--- src/rtl/bcd_time_counter.sv ---
// BCD hh:mm:ss time-of-day counter with 1 Hz prescaler and set pulses; count updates 1 edge after a tick or set.
// Define TWELVE_HOUR_EN for 12-hour display (12,01..11) with an added pm output.
module bcd_time_counter #(
  parameter int TICK_DIV = 50000000,
  parameter int DIV_W    = 26
) (
  input  logic        clk,
  input  logic        rst_n,
  input  logic        run,
  input  logic        inc_min,
  input  logic        inc_hour,
  input  logic        clr_sec,
  output logic [23:0] count,
  output logic        sec_tick,
  output logic        day_wrap
`ifdef TWELVE_HOUR_EN
  ,
  output logic        pm
`endif
);

`ifdef TWELVE_HOUR_EN
  localparam logic [23:0] RST_COUNT = 24'h120000;
`else
  localparam logic [23:0] RST_COUNT = 24'h000000;
`endif
  localparam logic [DIV_W-1:0] PSC_LAST = DIV_W'(TICK_DIV - 1);

  function automatic logic [7:0] inc_mod60(input logic [7:0] v);
    if (v[3:0] == 4'd9) return (v[7:4] == 4'd5) ? 8'h00 : {v[7:4] + 4'd1, 4'd0};
    return {v[7:4], v[3:0] + 4'd1};
  endfunction

  function automatic logic [7:0] inc_hr(input logic [7:0] v);
`ifdef TWELVE_HOUR_EN
    if (v == 8'h12) return 8'h01;
`else
    if (v == 8'h23) return 8'h00;
`endif
    if (v[3:0] == 4'd9) return {v[7:4] + 4'd1, 4'd0};
    return {v[7:4], v[3:0] + 4'd1};
  endfunction

  logic [23:0]      count_q, count_d;
  logic [DIV_W-1:0] psc_q, psc_d;
  logic             tick_q, tick_d;
  logic             sec_tick_q, sec_tick_d;
  logic             day_wrap_q, day_wrap_d;
`ifdef TWELVE_HOUR_EN
  logic             pm_q, pm_d;
`endif

  logic       set_cyc, min_carry, hr_carry, hr_adv;
  logic [7:0] hr, mn, sc, hr_d, mn_d, sc_d;

  assign hr = count_q[23:16];
  assign mn = count_q[15:8];
  assign sc = count_q[7:0];

  always_comb begin
    set_cyc = clr_sec | inc_min | inc_hour;
    // A set cycle freezes the prescaler, so a tick due now simply fires on the next free cycle.
    tick_d  = run & ~set_cyc & (psc_q == PSC_LAST);
    psc_d   = psc_q;
    if (clr_sec)
      psc_d = '0;
    else if (run & ~set_cyc)
      psc_d = tick_d ? '0 : psc_q + DIV_W'(1);

    min_carry = tick_d & (sc == 8'h59);
    hr_carry  = min_carry & (mn == 8'h59);
    hr_adv    = inc_hour | hr_carry;

    sc_d = sc;
    mn_d = mn;
    hr_d = hr;
    if (clr_sec)
      sc_d = 8'h00;
    else if (tick_d)
      sc_d = inc_mod60(sc);
    if (inc_min | min_carry)
      mn_d = inc_mod60(mn);
    if (hr_adv)
      hr_d = inc_hr(hr);
    count_d    = {hr_d, mn_d, sc_d};
    sec_tick_d = tick_q;
`ifdef TWELVE_HOUR_EN
    pm_d       = pm_q ^ (hr_adv & (hr == 8'h11));
    day_wrap_d = hr_carry & (hr == 8'h11) & pm_q;
`else
    day_wrap_d = hr_carry & (hr == 8'h23);
`endif
  end

  always_ff @(posedge clk or negedge rst_n) begin
    if (!rst_n) begin
      count_q    <= RST_COUNT;
      psc_q      <= '0;
      tick_q     <= 1'b0;
      sec_tick_q <= 1'b0;
      day_wrap_q <= 1'b0;
`ifdef TWELVE_HOUR_EN
      pm_q       <= 1'b0;
`endif
    end else begin
      count_q    <= count_d;
      psc_q      <= psc_d;
      tick_q     <= tick_d;
      sec_tick_q <= sec_tick_d;
      day_wrap_q <= day_wrap_d;
`ifdef TWELVE_HOUR_EN
      pm_q       <= pm_d;
`endif
    end
  end

  assign count    = count_q;
  assign sec_tick = sec_tick_q;
  assign day_wrap = day_wrap_q;
`ifdef TWELVE_HOUR_EN
  assign pm       = pm_q;
`endif

endmodule

--- config.mk ---
export PLATFORM = sky130hd
export DESIGN_NAME = bcd_time_counter
export DESIGN_NICKNAME = d
export VERILOG_FILES = /design/src/rtl/bcd_time_counter.sv
export SDC_FILE = /design/constraint.sdc
export NUM_CORES = 1
export LEC_CHECK = 0
export ABC_AREA = 1
export CORE_UTILIZATION = 50
export DETAILED_ROUTE_END_ITERATION = 7
export PLACE_DENSITY = 0.71
export SETUP_SLACK_MARGIN = 0.4
export SKIP_LAST_GASP = 1
export SLEW_MARGIN = 25
export SYNTH_ARGS = -nofsm -noshare
export SYNTH_HDL_FRONTEND = slang
export SYNTH_SLANG_ARGS = --single-unit
export TNS_END_PERCENT = 50
--- constraint.sdc ---
create_clock -name clk -period 4.6 [get_ports clk]
set_input_delay 0.92 -clock clk [delete_from_list [all_inputs] [get_ports clk]]
set_output_delay 0.92 -clock clk [all_outputs]
set_load 0.05 [all_outputs]
==> Implementation_results.wiki <==
{| class="wikitable"
! Metric !! Value
|-
| Leakage power total || 0.00173 µW
|-
| Number of standard cells in the layout, taps in and fillers out || around 560
|-
| Die extent in x || 81.9 µm
|-
| Standard-cell rows || 28
|-
| CTS Hold Buffers Added || 0
|-
| Number of synthesis warnings || 0
|-
| Setup repair after global routing missed its margin || false
|-
| Buffer cell driving the clock tree root || clkbuf_8
|-
| Fillers || around 570
|-
| Synthesized area per cell || 7.11 µm²
|-
| Growth of design area from synthesis to finish || 14.1%
|-
| Area share of the largest cell type after synthesis || around two fifths
|-
| DRC violations left || 0
|-
| Worst rel slew slack || between 50 and 60%
|-
| Post-Route Setup TNS || 0 ns
|-
| Global-route met1 utilization || between 30% and 40%
|-
| Shortest clock period the worst path allows after layout || ~2.6 ns
|-
| Post-detailed-route via-to-cell ratio || 5.34
|-
| Count of final hold-check violations || 0
|-
| Sw Pwr || approximately 480 µW
|-
| CTS sink count || 53
|-
| H-tree level count || 2
|-
| CP Data Arrival Time || 2.88 ns
|-
| Clock transition at the registers of the reported paths || about 0.10 ns
|-
| Crit share post-route || between 50% and 60%
|-
| Leftover overflow at the end of global routing || 0
|-
| Maximum number of pins on one net before global-route repair || 54
|-
| Global routing met3 resource utilization || between 3 and 4%
|-
| Post-Route Skew || about 0.0073 ns
|-
| Antenna Cells || 0
|-
| Logic pwr share || about a third
|-
| Initial Util || a little over half
|-
| Top cells by area, synth || dfrtp_1 (42%), nand2_1 (14%), nand3_1 (8.6%)
|-
| Fraction of power consumed by the clock network || a little over a fifth
|-
| Critical path launch point type || primary input
|-
| Crit path required time || 4.85 ns
|-
| Cell count after placement || 550
|-
| IO buf count || 31
|-
| Insertion delay of the later-clocked pin in the worst-skew pair || roughly 0.31 ns
|-
| Placeable core area || around 6000 µm²
|-
| # Max-Cap Violations || 0
|-
| Number of CTS-inserted buffers || 5
|-
| Kind of critical path || primary input to flip-flop
|-
| Fin util || about three fifths
|-
| Count of endpoints failing setup in the final report || 0
|-
| Tot GR Track Use || 23.7%
|-
| Synth async-reset ratio || 100%
|-
| Number of pins exceeding their max-slew limit in the final report || 0
|-
| Clock tree from TritonCTS || built
|-
| Most congested layer reported by global routing || met2
|-
| Area of the die || 6700 µm²
|-
| Post-CTS setup buffer count || 0
|-
| Internal power of the cells || 750 µW
|-
| Worst Tran Pin Value || approximately 0.67 ns
|-
| Detailed-router iteration count before antenna repair || 5
|-
| # nets final || ~500
|-
| Resized Gates After CTS || 0
|-
| Register share of total power || ~46%
|-
| Iteration-0 DRC Markers || ~320
|-
| Remaining number of nets flagged by the antenna check after routing || 0
|-
| Max Buffers Root-to-Sink || 2
|-
| Initial antenna violation count || 0
|-
| Number of synthesized flops with an enable pin || 0
|-
| Syn Std Cell Area || 3190 µm²
|-
| Highest attainable clock frequency || 0.380 GHz
|-
| Max rail drop VDD || 0.466 mV
|-
| M2 GR Usage || a little over a third
|-
| Library cell occupying the most area in the post-synthesis netlist || dfrtp_1
|-
| Die extent in y || between 80 and 90 µm
|-
| Hold crit path type || flip-flop to flip-flop
|-
| PD cells || ~340 nW/µm²
|-
| Vias in the first global route || between 2000 and 3000
|-
| Wire length after detailed routing || slightly above 7000 µm
|-
| Hold Worst Slack || ~0.35 ns
|-
| Critical Path End Type || flip-flop
|-
| Post-DP HPWL || approximately 5300 µm
|-
| Wire length of the first global-routing pass || roughly 12000 µm
|-
| Highest net fanout along the worst path || 18
|-
| Total via count after detailed routing || 2977
|-
| Synthesis-stage register bit count || 53
|-
| Wire length per cell || around 13 µm
|-
| Switching share of total power || about two fifths
|-
| Top-level I/O count || 32
|-
| Outcome || complete, no violations
|-
| Post-Synthesis Cells || approximately 450
|-
| Final weighted congestion in routability-driven placement || about 0.94
|-
| Library cells used by synthesis || 30
|-
| Syn nets || around 460
|-
| Top FF cell, synth || dfrtp_1
|-
| Portion of the post-synthesis area used by sequential elements || around two fifths
|-
| Fraction of final layout cells with drive strength greater than 1 || 4.76%
|}
-- per-layer routing --
layer,up-vias,share of wire (%)
li1,1503,-
met3,10,4.1
met2,71,45
met1,1393,49
met5,-,0
met4,0,1.6
-- cell usage after synthesis, drive strengths merged, types with 5 or more instances --
cell	count
o21ai	20
inv	55
a21oi	10
nand2	125
nor2	68
nor3	16
ha	9
dfrtp	53
nand4	10
buf	5
nand3	55
xor2	10
-- critical path: stages --
cell and delay [ns]:
clkdlybuf4s50_1 0.53, nor2_1 0.20, nand2_1 0.13, nand2_2 0.29
nand3_1 0.22, nor2_1 0.27, nand2_1 0.12, nand2_1 0.07
nand2_1 0.05, nor2_1 0.09
-- final cells by class --
cell class / count / area (µm²) / area share (%)
Tap cell: 75 / 93.8 / 2.58
Clock inverter: 1 / 7.51 / 0.206
Clock buffer: 7 / 76.3 / 2.10
Sequential cell: 53 / 1330 / 36.4
Inverter: 55 / 209 / 5.74
Timing Repair Buffer: 32 / 313 / 8.59
Multi-Input combinational cell: 335 / 1620 / 44.4
-- worst paths after layout --
check                      startpoint   endpoint  slack (ns)  cells past startpoint
max                           clr_sec  psc_q[10]        1.97                     10
min                        sec_tick_d   sec_tick        0.35                      0
max reg2reg                  psc_q[0]   count[7]        2.40                     11
min reg2reg                sec_tick_d   sec_tick        0.35                      0
max in group asynchronous       rst_n  count[14]        3.43                      2
min in group asynchronous       rst_n  psc_q[20]        0.71                      2
-- metrics by stage --
stage,power (µW),cell area (µm²),setup WS [ns]
6_report,1230,3640,1.97
4_1_cts,1240,3640,1.95
3_3_place_gp,972,3560,1.75
3_5_place_dp,978,3560,1.64
2_1_floorplan,845,3190,2.66
5_1_grt,1300,3640,1.70
-- state kept, by name, indices dropped and copies added (netlist names) --
register / flops
psc_q: 26
sec_tick_d: 1
sec_tick: 1
day_wrap: 1
count: 24
-- cell usage in the layout, fill, tap and decap left out, types with 2 or more instances in the layout --
master,Yosys,final
a21oi_1,10,10
nand2_1,120,120
nand3_1,55,55
clkbuf_8,0,5
xor2_1,10,10
clkdlybuf4s50_1,0,30
nand4_1,10,10
a31oi_1,2,2
nor2_1,62,62
nor3b_1,2,2
inv_2,2,2
o21ai_0,20,20
dfrtp_1,53,53
clkbuf_1,1,2
ha_1,9,9
nor2_4,2,2
nor3_1,16,16
nor2_2,4,4
inv_1,52,52
nand2_2,5,5
-- kinds of logic (layout without fill, tap and decap cells) --
kind of cell | count (synthesis) | in the layout | synth area share (%)
XOR/XNOR | 11 | 11 | 3.02
flip-flops | 53 | 53 | 41.6
AO/OA/AOI/OAI | 33 | 33 | 5.33
AND/OR/NAND/NOR | 282 | 282 | 38.7
adder cells (fa/ha/maj) | 9 | 9 | 3.53
buffers and inverters | 61 | 95 | 7.80
-- power groups by stage --
stage                     clock [µW]  sequential (µW)  combinational [µW]
after floorplan                    0              716                 129
after CTS                        270              567                 402
final                            264              567                 401
after global placement             0              575                 396
after global routing             286              578                 439
after detailed placement           0              577                 402
No activity file was read; power rests on OpenSTA's default activity.
